### config.mk
export PLATFORM = sky130hd
export DESIGN_NAME = seq_alu_flat
export DESIGN_NICKNAME = d
export VERILOG_FILES = /design/src/rtl/seq_alu_if.sv /design/src/rtl/seq_alu.sv /design/src/flat_wrapper.sv
export SDC_FILE = /design/constraint.sdc
export NUM_CORES = 1
export LEC_CHECK = 0
export ABC_CLOCK_PERIOD_IN_PS = 3600
export BUFFER_PORTS_ARGS = -buffer_cell sky130_fd_sc_hd__buf_2
export CAP_MARGIN = 10
export CORE_MARGIN = 4
export CORE_UTILIZATION = 27
export DETAILED_ROUTE_END_ITERATION = 16
export HOLD_SLACK_MARGIN = 0.03
export SLEW_MARGIN = 40
export SYNTH_ARGS = -nofsm -noshare
export SYNTH_HDL_FRONTEND = slang
export SYNTH_SLANG_ARGS = --single-unit
### constraint.sdc
create_clock -name clk -period 3.6 [get_ports clk]
set_clock_uncertainty 0.15 [all_clocks]
set_input_delay 0.36 -clock clk [delete_from_list [all_inputs] [get_ports clk]]
set_output_delay 0.36 -clock clk [all_outputs]
set_load 0.05 [all_outputs]
### src/rtl/seq_alu_if.sv
// Handshake bundle for seq_alu: valid/ready operand channel in, valid/ready result channel out.
// The master drives operands and consumes results; the slave is the ALU itself.
interface seq_alu_if #(
  parameter int WIDTH = 4
);
  logic                 in_valid;
  logic                 in_ready;
  logic [WIDTH-1:0]     operand1;
  logic [WIDTH-1:0]     operand2;
  logic [1:0]           op;
  logic                 out_valid;
  logic                 out_ready;
  logic [2*WIDTH-1:0]   result;
  logic                 err;

  modport master (
    output in_valid, operand1, operand2, op, out_ready,
    input  in_ready, out_valid, result, err
  );

  modport slave (
    input  in_valid, operand1, operand2, op, out_ready,
    output in_ready, out_valid, result, err
  );
endinterface

### src/rtl/seq_alu.sv
// Multi-cycle ALU: single-cycle add/sub, shift-add multiply and restoring divide that
// each resolve one bit per clock, so no wide combinational multiplier/divider is built.
module seq_alu #(
  parameter int WIDTH = 4
) (
  input  logic      clk,
  input  logic      rst,
  seq_alu_if.slave  bus
);
  localparam int CW = $clog2(WIDTH) + 1;

  typedef enum logic [1:0] {IDLE, MUL, DIV, DONE} state_t;

  state_t               r_state;
  logic [CW-1:0]        r_cnt;
  logic [WIDTH-1:0]     r_b;
  logic [WIDTH-1:0]     r_shift;
  logic [2*WIDTH-1:0]   r_acc;
  logic [2*WIDTH-1:0]   r_mcand;
  logic [2*WIDTH-1:0]   r_result;
  logic                 r_err;
  logic                 r_in_ready;
  logic                 r_out_valid;

  logic [2*WIDTH-1:0]   w_ext1;
  logic [2*WIDTH-1:0]   w_ext2;
  logic [2*WIDTH-1:0]   w_mul_acc;
  logic [WIDTH:0]       w_rem_sh;
  logic [WIDTH-1:0]     w_rem_next;
  logic [WIDTH-1:0]     w_quo_next;
  logic                 w_last;

  assign w_ext1 = {{WIDTH{1'b0}}, bus.operand1};
  assign w_ext2 = {{WIDTH{1'b0}}, bus.operand2};

  // r_shift holds the multiplier (consumed LSB first) or the dividend/quotient (MSB first).
  always_comb begin
    w_mul_acc  = r_acc + (r_shift[0] ? r_mcand : '0);
    w_rem_sh   = {r_acc[WIDTH-1:0], r_shift[WIDTH-1]};
    w_rem_next = w_rem_sh[WIDTH-1:0];
    w_quo_next = {r_shift[WIDTH-2:0], 1'b0};
    if (w_rem_sh >= {1'b0, r_b}) begin
      w_rem_next = w_rem_sh[WIDTH-1:0] - r_b;
      w_quo_next = {r_shift[WIDTH-2:0], 1'b1};
    end
    w_last = (r_cnt == CW'(WIDTH - 1));
  end

  always_ff @(posedge clk or posedge rst) begin
    if (rst) begin
      r_state     <= IDLE;
      r_in_ready  <= 1'b1;
      r_out_valid <= 1'b0;
      r_result    <= '0;
      r_err       <= 1'b0;
      r_cnt       <= '0;
      r_b         <= '0;
      r_shift     <= '0;
      r_acc       <= '0;
      r_mcand     <= '0;
    end else begin
      case (r_state)
        IDLE: begin
          if (bus.in_valid) begin
            r_in_ready <= 1'b0;
            r_cnt      <= '0;
            r_b        <= bus.operand2;
            r_acc      <= '0;
            r_mcand    <= w_ext1;
            case (bus.op)
              2'b00: begin
                r_result    <= w_ext1 + w_ext2;
                r_err       <= 1'b0;
                r_out_valid <= 1'b1;
                r_state     <= DONE;
              end
              2'b01: begin
                r_result    <= w_ext1 - w_ext2;
                r_err       <= 1'b0;
                r_out_valid <= 1'b1;
                r_state     <= DONE;
              end
              2'b10: begin
                r_shift <= bus.operand2;
                r_state <= MUL;
              end
              default: begin
                // Divide by zero resolves immediately: quotient all ones, remainder = dividend.
                if (bus.operand2 == '0) begin
                  r_result    <= {bus.operand1, {WIDTH{1'b1}}};
                  r_err       <= 1'b1;
                  r_out_valid <= 1'b1;
                  r_state     <= DONE;
                end else begin
                  r_shift <= bus.operand1;
                  r_state <= DIV;
                end
              end
            endcase
          end
        end
        MUL: begin
          r_acc   <= w_mul_acc;
          r_mcand <= r_mcand << 1;
          r_shift <= r_shift >> 1;
          r_cnt   <= r_cnt + 1'b1;
          if (w_last) begin
            r_result    <= w_mul_acc;
            r_err       <= 1'b0;
            r_out_valid <= 1'b1;
            r_state     <= DONE;
          end
        end
        DIV: begin
          r_acc   <= {{WIDTH{1'b0}}, w_rem_next};
          r_shift <= w_quo_next;
          r_cnt   <= r_cnt + 1'b1;
          if (w_last) begin
            r_result    <= {w_rem_next, w_quo_next};
            r_err       <= 1'b0;
            r_out_valid <= 1'b1;
            r_state     <= DONE;
          end
        end
        DONE: begin
          if (bus.out_ready) begin
            r_out_valid <= 1'b0;
            r_in_ready  <= 1'b1;
            r_state     <= IDLE;
          end
        end
        default: r_state <= IDLE;
      endcase
    end
  end

  assign bus.in_ready  = r_in_ready;
  assign bus.out_valid = r_out_valid;
  assign bus.result    = r_result;
  assign bus.err       = r_err;
endmodule

### src/flat_wrapper.sv
// flat-port wrapper written by rule: the top's interface ports become plain ports
module seq_alu_flat 
#(
  parameter int WIDTH = 4
)
  (clk, rst, bus_in_valid, bus_operand1, bus_operand2, bus_op, bus_out_ready, bus_in_ready, bus_out_valid, bus_result, bus_err);
  seq_alu_if #(.WIDTH(WIDTH)) bus_i ();
  input  logic clk;
  input  logic rst;
  input wire logic [$bits(bus_i.in_valid)-1:0] bus_in_valid;
  input wire logic [$bits(bus_i.operand1)-1:0] bus_operand1;
  input wire logic [$bits(bus_i.operand2)-1:0] bus_operand2;
  input wire logic [$bits(bus_i.op)-1:0] bus_op;
  input wire logic [$bits(bus_i.out_ready)-1:0] bus_out_ready;
  output wire logic [$bits(bus_i.in_ready)-1:0] bus_in_ready;
  output wire logic [$bits(bus_i.out_valid)-1:0] bus_out_valid;
  output wire logic [$bits(bus_i.result)-1:0] bus_result;
  output wire logic [$bits(bus_i.err)-1:0] bus_err;
  assign bus_i.in_valid = bus_in_valid;
  assign bus_i.operand1 = bus_operand1;
  assign bus_i.operand2 = bus_operand2;
  assign bus_i.op = bus_op;
  assign bus_i.out_ready = bus_out_ready;
  assign bus_in_ready = bus_i.in_ready;
  assign bus_out_valid = bus_i.out_valid;
  assign bus_result = bus_i.result;
  assign bus_err = bus_i.err;
  seq_alu #(.WIDTH(WIDTH)) u_core (.clk(clk), .rst(rst), .bus(bus_i));
endmodule
# Yosys cells after proc, flatten, opt, wreduce, memory -nomap -nowiden
# Cells that the tools add are included.
op_classes:
  n_addsub: 5
  order_cmp: 1
  eq_ne: 16
  n_mux: 38
  reduce_logical: 19
ops:
  columns: ["cell", "count"]
  rows:
  - ["one-hot mux 8 bit (3 select lines)", 3]
  - ["two-way mux 8 bit", 7]
  - ["one-hot mux 8 bit (2 select lines)", 1]
  - ["two-way mux 4 bit", 3]
  - ["one-hot mux 4 bit (3 select lines)", 1]
  - ["two-way mux 1 bit", 10]
  - ["AND reduction 5 bit", 2]
  - ["adder 8 bit", 1]
  - ["inequality test 2 bit (second input constant)", 4]
  - ["one-hot mux 1 bit (2 select lines)", 4]
  - ["one-hot mux 4 bit (2 select lines)", 1]
  - ["AND reduction 2 bit", 4]
  - ["equality test 2 bit (second input constant)", 3]
  - ["two-way mux 2 bit", 3]
  - ["inequality test 2 x 1 -> 1 bit (second input constant)", 3]
  - ["one-hot mux 2 bit (3 select lines)", 1]
  - ["one-hot mux 3 bit (2 select lines)", 1]
  - ["AND reduction 3 bit", 2]
  - ["AND reduction 6 bit", 1]
  - ["nonzero test 2 bit", 3]
  - ["adder 4 x 4 -> 5 bit", 1]
  - ["greater-or-equal comparator 5 x 4 -> 1 bit", 1]
  - ["subtractor 4 x 4 -> 5 bit", 1]
  - ["equality test 2 x 1 -> 1 bit (second input constant)", 2]
  - ["14 further kinds", 16]
word_totals:
  register_bits: 40
  out_inout_bits: 11
  word_cells: 89

# Depth between registers and ports, before layout
# Gate-level depths: netlist of the first run.
logic_depth:
  depth_word: 5
  depth_mapped: 9
  ltp_nobuf: 9

# Least setup slack after synthesis of the first run
# Ideal clock, no wire load.
synth_path:
  path_type: "flip-flop to flip-flop"
  from: "register u_core.r_shift[0]"
  to: "register u_core.r_result[4] (netlist: u_core.bus.result[4])"
  setup_time_ns: 0.127
  t_arrival_ns: 2.219
  slack_ns: 1.104
  stages_incl_launch_ff: 10
  path_buffers: 1
  period_less_slack_ns: 2.496
  cell_sequence: "dfrtp_1 clkbuf_1 and2_1 ha_1 fa_1 a211oi_1 or3_1 a21oi_1 o41ai_1 o21ai_1"
synth_between:
  elab_chain_len: 4
synth_lines:
  columns: ["item", "line", "source"]
  rows:
  - ["start: declaration", "seq_alu.sv:17", "logic [WIDTH-1:0] r_shift;"]
  - ["start signal: assignment", "seq_alu.sv:84", "r_shift <= bus.operand2;"]
  - ["start signal: assignment", "seq_alu.sv:95", "r_shift <= bus.operand1;"]
  - ["start signal: assignment", "seq_alu.sv:105", "r_shift <= r_shift >> 1;"]
  - ["two-way mux 8 bit", "seq_alu.sv:38", "w_mul_acc = r_acc + (r_shift[0] ? r_mcand : '0);"]
  - ["adder 8 bit", "seq_alu.sv:38", null]
  - ["two-way mux 8 bit", "seq_alu.sv:107", "if (w_last) begin"]
  - ["one-hot mux 8 bit (3 select lines)", "seq_alu.sv:62", "case (r_state)"]
  - ["end signal: assignment", "seq_alu.sv:72", "r_result <= w_ext1 + w_ext2;"]
  - ["end signal: assignment", "seq_alu.sv:108", "r_result <= w_mul_acc;"]
  - ["end signal: assignment", "seq_alu.sv:119", "r_result <= {w_rem_next, w_quo_next};"]
  - ["end: declaration", "seq_alu.sv:20", "logic [2*WIDTH-1:0] r_result;"]
# Every way passes these cells. The select of a mux whose other input is x is not followed.
# A chain may end at the register's enable or synchronous reset.

# Worst setup path in the final report of the first run
# Ends and elaborated chain as after synthesis.

==> summary by stage, run 1 <==
Die
The top-level port count is 25. In this run the vertical extent of the chip is 113 µm. In this run the core area contains 37 standard-cell rows. The width of the die is 113 µm. The floorplan step defined a core boundary enclosing 0.0105 mm².

The initial standard-cell utilization of the core is 28.2%. The area of the die is 0.0127 mm².

Synthesis
The synthesized design contains 0 enable-type register cells. In the post-synthesis netlist, the biggest area contributors are dfrtp_1 33%, ha_1 11%, nand2_1 6.1%. After synthesis, flip-flops and latches occupy about a third of the total area. The number of synthesis warnings is 0. Yosys mapped the design onto between 50 and 60 distinct sky130hd cell types. The instance count of the mapped netlist is 337.

In the synthesized netlist the dominant register cell turns out to be dfrtp_1. In this run, synthesis produced a sequential element count of 40. The share of synthesized registers carrying an async set or reset is 100%. The total nets after synthesis is 381. The top cell type by area accounts for 32.9% of the synthesized area. The top cell type by total area after synthesis is dfrtp_1.

The average footprint of a synthesized cell is 8.80 µm². Summing every instance area after synthesis gives 0.00296 mm².

STA
The number of max-slew violations in the final report is 0. Subtracting the final worst setup slack from the clock period gives 2700 ps. For the pin with the worst max-slew slack, the measured transition is between 700 and 800 ps. Setup violations remaining at the end of the flow were counted as 0.

After routing, the total negative slack on setup checks comes to 0 ps. The total count of hold-check failures in the final report is 0. Derived from the worst setup path, the maximum achievable clock frequency is roughly 370 MHz. In the finished design, the share of the clock period the worst path needs comes to approximately three quarters. Setup repair after global routing left no endpoint under its margin. The worst path meets setup with 904 ps of slack. The remaining max-slew budget at the tightest pin is a little over half.

Worst setup path
The worst path required time is 3600 ps. STA classifies the critical path startpoint as a register. The worst setup path is captured at a register. The data arrival time of the worst path is 2700 ps.

Counting cells, the worst reg-to-reg path comes to 8. The highest fanout seen on the critical path is 10. By startpoint and endpoint, the worst setup path is classified as reg2reg.

Detailed routing
The number of remaining DRC errors is 0. In the final routed layout, each cell accounts on average for between 15 and 20 µm. The final layout contains routed wiring with a total length of 7.76 mm. Before antenna repair, the detailed router went through 4 iterations. The routed via count is 2568. Dividing the detail-routed via count by the number of cells gives around 5.2. Once detail routing completed, the nets flagged for antenna violations numbered 0.

After the first detailed-routing iteration, the DRC count stood at 209.

Clocking
The number of buffers inserted to repair setup after CTS is 0. The CTS clock-pin slew for the worst setup and hold paths is 80 ps. After clock tree synthesis, the flow added hold-fix buffers numbering 1. TritonCTS created 5 clock buffers. Counting along the longest clock path gives a buffer depth of 2. CTS built an H-tree with a depth of 2.

The buffer type at the clock tree root is clkbuf_8. The number of clock sinks is 40. The TritonCTS clock tree is built. The clock latency on the worst-skew pair is 290 ps. The number of instances resized during post-cts repair is 0.

Layout
Counting the fill cells in the layout gives 1109. Cells with a size suffix above 1 make up 13.3% of the layout. The number of antenna cells inserted is 0.

The relative area change from synthesis to final layout is 12.1%. The area taken by flip-flops and latches is 0.00100 mm². The final instance area is 0.00332 mm².

The net count reported at finish is 403. The area taken by multi-input logic gates is 0.00183 mm².

Power
The static power due to leakage is 1.44 nW. VDD sags by at most 0.000485 V. Dividing total power by cell area gives a power density of 973 mW/mm².

Global routing
The global-route total usage across every layer is around 13%. The peak-usage layer in the global routing report is met2. The via count of the first global-routing pass is 2628. The global-route wire length before repair is 13.3 mm. The largest net degree at the start of global routing is 30. The initial antenna violation count is 0. Summed over all layers, the global routing overflow is 0.

The global-route track usage on met3 is approximately 2.0%. The global-route met2 utilization is 20.6%. The met1 global-route usage is 17.6%.

Place
In this run the cell area measured after placement is 0.00322 mm². The wire-length estimate of the detail-placed layout is 6.22 mm. The worst-case setup slack after placement is approximately 920 ps. The placer's final routability congestion estimate is ~0.88. In this run the tool buffered the top-level ports with 24 buffer cells.

Worst hold path
The worst hold path class is in2reg. The depth of the worst hold-timing path is 3.

Status
The run finished with clean final reports.

Job
Max-cap violations in this run came to 0.
[worst max-delay path, cell delays in order, from the launching register on]
cell and delay, ps:
dfrtp_1 460, and2_1 200, ha_1 230, fa_1 410, a211oi_1 390, or3_1 170, a21oi_1 80, o41ai_1 370
o21ai_1 100
[per-layer routing]
layer	vias to the layer above	routed length [µm]	share of wire [%]
met5	-	0	0
met2	48	3720	48
met4	0	140	1.8
met3	13	204	2.6
li1	1264	-	-
met1	1243	3690	48
[layout make-up]
cell class / instances / share of cell area, %
timing repair buffer: 28 / 4.59
tap: 136 / 5.12
sequential: 40 / 30.2
multi-input combinational: 263 / 55.0
clock buffer: 8 / 2.71
inverter: 21 / 2.37
[Yosys cell counts, types with 5 or more instances]
| master | count |
|---|---|
| o21ai_1 | 7 |
| nor2_1 | 28 |
| clkbuf_1 | 7 |
| o22ai_1 | 6 |
| ha_1 | 26 |
| dfrtp_1 | 39 |
| o21ai_0 | 26 |
| nor3_1 | 5 |
| a22o_1 | 6 |
| nand2_1 | 48 |
| o31ai_1 | 5 |
| nor2b_1 | 9 |
| and2_1 | 7 |
| a211oi_1 | 8 |
| inv_1 | 21 |
| a21oi_1 | 12 |
[path summary, 6_finish.rpt]
check	startpoint	end	slack (ps)
setup / recovery	u_core.r_shift[0]$_DFFE_PP0P_	u_core.bus.result[4]$_DFFE_PP0P_	900
setup reg to reg	u_core.r_shift[0]$_DFFE_PP0P_	u_core.bus.result[4]$_DFFE_PP0P_	900
min in group asynchronous	rst	u_core.r_acc[5]$_DFFE_PP0P_	420
max in group asynchronous	rst	u_core.bus.in_ready$_DFFE_PP1P_	2160
hold reg to reg	u_core.bus.result[1]$_DFFE_PP0P_	u_core.bus.result[1]$_DFFE_PP0P_	340
hold / removal	bus_out_ready	u_core.bus.in_ready$_DFFE_PP1P_	190
[cell families (layout without fill, tap and decap cells)]
logic type	count (synthesis)	after routing	share of synthesized area (%)
flip-flops	40	40	33.8
buffers and inverters	34	57	4.47
AND/OR/NAND/NOR	117	117	18.6
adder cells (fa/ha/maj)	30	30	13.7
multiplexers	6	6	2.15
AO/OA/AOI/OAI	105	105	25.8
XOR/XNOR	5	5	1.48
[where the power goes]
group	switching, mW	leakage (nW)	internal (mW)	total [mW]
clock	0.154	0.0455	0.156	0.310
sequential	0.146	0.503	0.658	0.803
combinational	1.39	0.892	0.727	2.12
total	1.69	1.44	1.54	3.23
[layout by cell type (no fill, tap or decap), types with 3 or more instances in the layout]
cell	count
a211oi_1	8
a21oi_1	12
a22o_1	6
a311oi_1	3
a31oi_1	4
a32o_1	3
and2_1	7
buf_2	24
buf_4	3
clkbuf_8	6
dfrtp_1	39
fa_1	4
ha_1	26
inv_1	20
mux2_2	3
mux2i_1	3
nand2_1	48
nand2b_1	4
nand3_1	3
nor2_1	28
nor2b_1	9
nor3_1	5
o211ai_1	3
o21ai_0	26
o21ai_1	7
o22ai_1	6
o31ai_1	5
xnor2_1	3
[registers in the layout, summed over array words and instances, names as in the netlist]
| signal | count |
|---|---|
| u_core.bus.result | 8 |
| u_core.r_acc | 8 |
| u_core.r_mcand | 8 |
| u_core.r_b | 4 |
| u_core.r_shift | 4 |
| u_core.r_cnt | 3 |
| u_core.r_state | 2 |
| u_core.bus.err | 1 |
| u_core.bus.in_ready | 1 |
| u_core.bus.out_valid | 1 |
[through the flow]
| step | util (%) | instances | hold WS (ps) | total power [mW] |
|---|---|---|---|---|
| 2_1_floorplan | - | 337 | 299 | 2.38 |
| 3_3_place_gp | 30.7 | 487 | 195 | 2.89 |
| 3_5_place_dp | 30.7 | 487 | 200 | 2.93 |
| 4_1_cts | 31.6 | 496 | 186 | 3.24 |
| 5_1_grt | 31.6 | 496 | 213 | 3.55 |
| 6_report | 31.6 | 496 | 189 | 3.23 |
Power figures use the tool's default switching activity.
==> run 2, diff against run 1 <==
ABC_CLOCK_PERIOD_IN_PS = 2600   (was 3600)
clock period = 2.6 ns   (was 3.6 ns; I/O delays follow)
==> summary by stage, run 2 (same netlist as run 1, synthesis figures left out) <==
Status
The flow ran to the end, and the final reports show no timing, DRC or antenna violations.

Die
The vertical extent of the die is 113 µm (unchanged). The top-level port count is 25 (unchanged). The floorplan row count is 37 (unchanged).

The initial standard-cell utilization of the core is 28.2% (unchanged). The standard cell core area was 0.0105 mm² (unchanged). The area of the die came to 0.0127 mm² (unchanged). The width of the die was 113 µm (unchanged).

Worst hold path
The startpoint of the most critical hold path is bus_out_ready. The depth of the worst hold-timing path is 3 (unchanged). The capture endpoint of the worst hold path is u_core.bus.in_ready$_DFFE_PP1P_. The path class of the tightest hold or removal check is in2reg.

Detailed routing
The violation count after the first detailed-route iteration is 168 (-20%). The post-detailed-route via-to-cell ratio came to 5.17 (-0.13%). The number of remaining DRC errors was 0 (unchanged). The antenna violation net count after detailed routing is 0 (unchanged). The average wire per cell in the routed design is 15.6 µm (-0.28%). The number of optimization iterations in the first detailed-route pass was 4 (unchanged). The total wire length after detailed routing is 7.86 mm (+1.3%). The routed via count is 2606 (+1.5%).

Global routing
The global-route total usage across every layer is 12.5% (-0.23 points). The global-route wire length before repair is 13.0 mm (-1.9%). The largest net degree at the start of global routing is 26 (-13%).

The initial antenna violation count is 0 (unchanged). The met1 global-route usage is 17.1% (-0.49 points). The peak-usage layer in the global routing report is met2. The overall overflow remaining after global route is 0 (unchanged). The global-route met2 utilization is 20.3% (-0.28 points). The global-route track usage on met3 is 2.25% (+0.27 points). The via count of the first global-routing pass is 2549 (-3.0%).

Layout
The post-route core utilization was 32.3% (+0.65 points). The relative area change from synthesis to final layout is 14.4%. The net count reported at finish came to 411 (+2.0%). The number of standard cells in the layout, taps in and fillers out is 504 (+1.6%). The final-layout fill cell count was 1110 (+0.090%).

The most common library cell in the layout ignoring fill and taps is nand2_1. Leaving out fill and tap cells, the most frequent cells in the layout are 48 x nand2_1, 39 x dfrtp_1, 28 x nor2_1. The number of antenna cells inserted was 0 (unchanged). The share of post-route cells with drive strength above 1 is 16.3% (+3.0 points).

Clocking
The clock latency on the worst-skew pair came to 290 ps (about the same). The CTS clock-pin slew for the worst setup and hold paths is 80 ps (about the same). TritonCTS built the clock tree. The count of H-tree levels built during CTS is 2 (unchanged). The total clock buffers created by CTS was 5 (unchanged). The number of clock sinks came to 40 (unchanged). The buffer levels on the longest clock path was 2 (unchanged). The buffer type at the clock tree root is clkbuf_8.

Power
The total power per unit cell area is 1360 mW/mm² (+39%). The total design power was 4.60 mW (+42%). The static power due to leakage is 1.49 nW (+3.2%).

The largest voltage drop on the vdd net is 0.000416 V (-14%).

Job
The number of maximum-capacitance constraint violations was 0 (unchanged).

Worst setup path
The highest fanout seen on the critical path is 3 (-7). The kind of end point of the critical path is a register. The reg-to-reg setup timing slack is 170 ps (-740 ps).

The startpoint identified for the worst register-to-register timing path is u_core.r_mcand[0]$_DFFE_PP0P_. The type of the setup path with the least slack is reg2reg. The startpoint type of the worst setup path is a register.

The data arrival time of the worst path came to 2440 ps (-260 ps). The terminus of the critical flop-to-flop path is u_core.bus.result[4]$_DFFE_PP0P_. The worst path required time is 2610 ps (-990 ps).

The logic depth of the worst register-to-register path was 8 (unchanged).

Place
The placer's final routability congestion estimate was 0.866 (-2.0%). The count of buffers from port buffering is 24 (unchanged). The detailed placer's ending HPWL is 6.33 mm (+1.7%). The total placed cells including tap cells is 495 (+1.6%).

STA
The timing-limited maximum frequency is 411 MHz (+11%). The final period demand of the worst path came to 2430 ps (-265 ps). The transition time at the pin with the least slew margin is 643 ps (-73.4 ps). The worst hold slack is 98.1 ps (-90.9 ps). The number of failing setup endpoints in the final timing report is 0 (unchanged). Setup repair after global routing left no endpoint under its margin.

The fraction of the cycle the final worst path needs was 93.5% (+19 points). The number of max-slew violations in the final report is 0 (unchanged). The remaining max-slew budget at the tightest pin was 56.7% (+4.4 points).

The final sum of negative setup slack is 0 ps (unchanged). The total count of hold-check failures in the final report came to 0 (unchanged).
## run 2: changes by cell type in the layout (fill, tap and decap cells not counted)
cell and delta:
clkinv_2 +3, clkinv_1 -1, buf_4 +8, clkbuf_1 -2
a211oi_1 -1, a211oi_2 +1
## run 2: timing repair
item                                   CTS  global route
setup endpoints to repair                0             1
endpoints found under the hold margin   23             0
setup buffers                            0             0
hold buffers                             1             0
gates resized for setup                  0             1
## run 2: layout make-up
class	count	area, µm²	share of cell area (%)
multi-input cells	263	1830	54.1
flip-flops and latches	40	1000	29.5
repair buffers	36	213	6.27
well taps	136	170	5.02
clock buffers	6	82.6	2.43
inverters	21	80.1	2.36
clock inverters	2	10.0	0.295
## run 2: worst max-delay path by stage
| stage | start | endpoint | slack [ps] | cells after the start |
|---|---|---|---|---|
| after detailed placement | u_core.r_shift[0]$_DFFE_PP0P_ | u_core.bus.result[4]$_DFFE_PP0P_ | 100 | 8 |
| after CTS | u_core.r_shift[0]$_DFFE_PP0P_ | u_core.bus.result[4]$_DFFE_PP0P_ | 100 | 8 |
| final | u_core.r_mcand[0]$_DFFE_PP0P_ | u_core.bus.result[4]$_DFFE_PP0P_ | 170 | 8 |
| after global placement | u_core.r_mcand[0]$_DFFE_PP0P_ | u_core.bus.result[4]$_DFFE_PP0P_ | 250 | 8 |
| after global routing | u_core.r_shift[0]$_DFFE_PP0P_ | u_core.r_acc[7]$_DFFE_PP0P_ | 30 | 8 |
| after floorplan | u_core.r_shift[0]$_DFFE_PP0P_ | u_core.bus.result[4]$_DFFE_PP0P_ | 100 | 9 |
## run 2: layer usage
| layer | share of wire (%) | routed length (µm) | vias up |
|---|---|---|---|
| met3 | 4.4 | 347 | 9 |
| li1 | - | - | 1287 |
| met5 | 0 | 0 | - |
| met1 | 46 | 3630 | 1248 |
| met4 | 1.5 | 120 | 0 |
| met2 | 48 | 3760 | 62 |
## run 2: metrics by stage
step	setup slack [ps]	cell area [µm²]
floorplan	104	2960
detailed placement	98.6	3280
global route	27.9	3390
global placement	246	3280
finish	169	3390
CTS	100	3390
## run 2: worst max-delay path, cell delays in order (launching register included)
cell and delay (ps):
dfrtp_1 390, and2_1 140, ha_1 230, fa_1 430, a211oi_2 230, or3_1 140, a21oi_1 90, o41ai_1 400
o21ai_1 90
## run 2: where the power goes
| group | leakage (nW) | internal (mW) | total, mW | switching [mW] |
|---|---|---|---|---|
| clock network | 0.0510 | 0.212 | 0.430 | 0.218 |
| logic | 0.934 | 1.11 | 3.07 | 1.96 |
| registers | 0.503 | 0.910 | 1.10 | 0.193 |
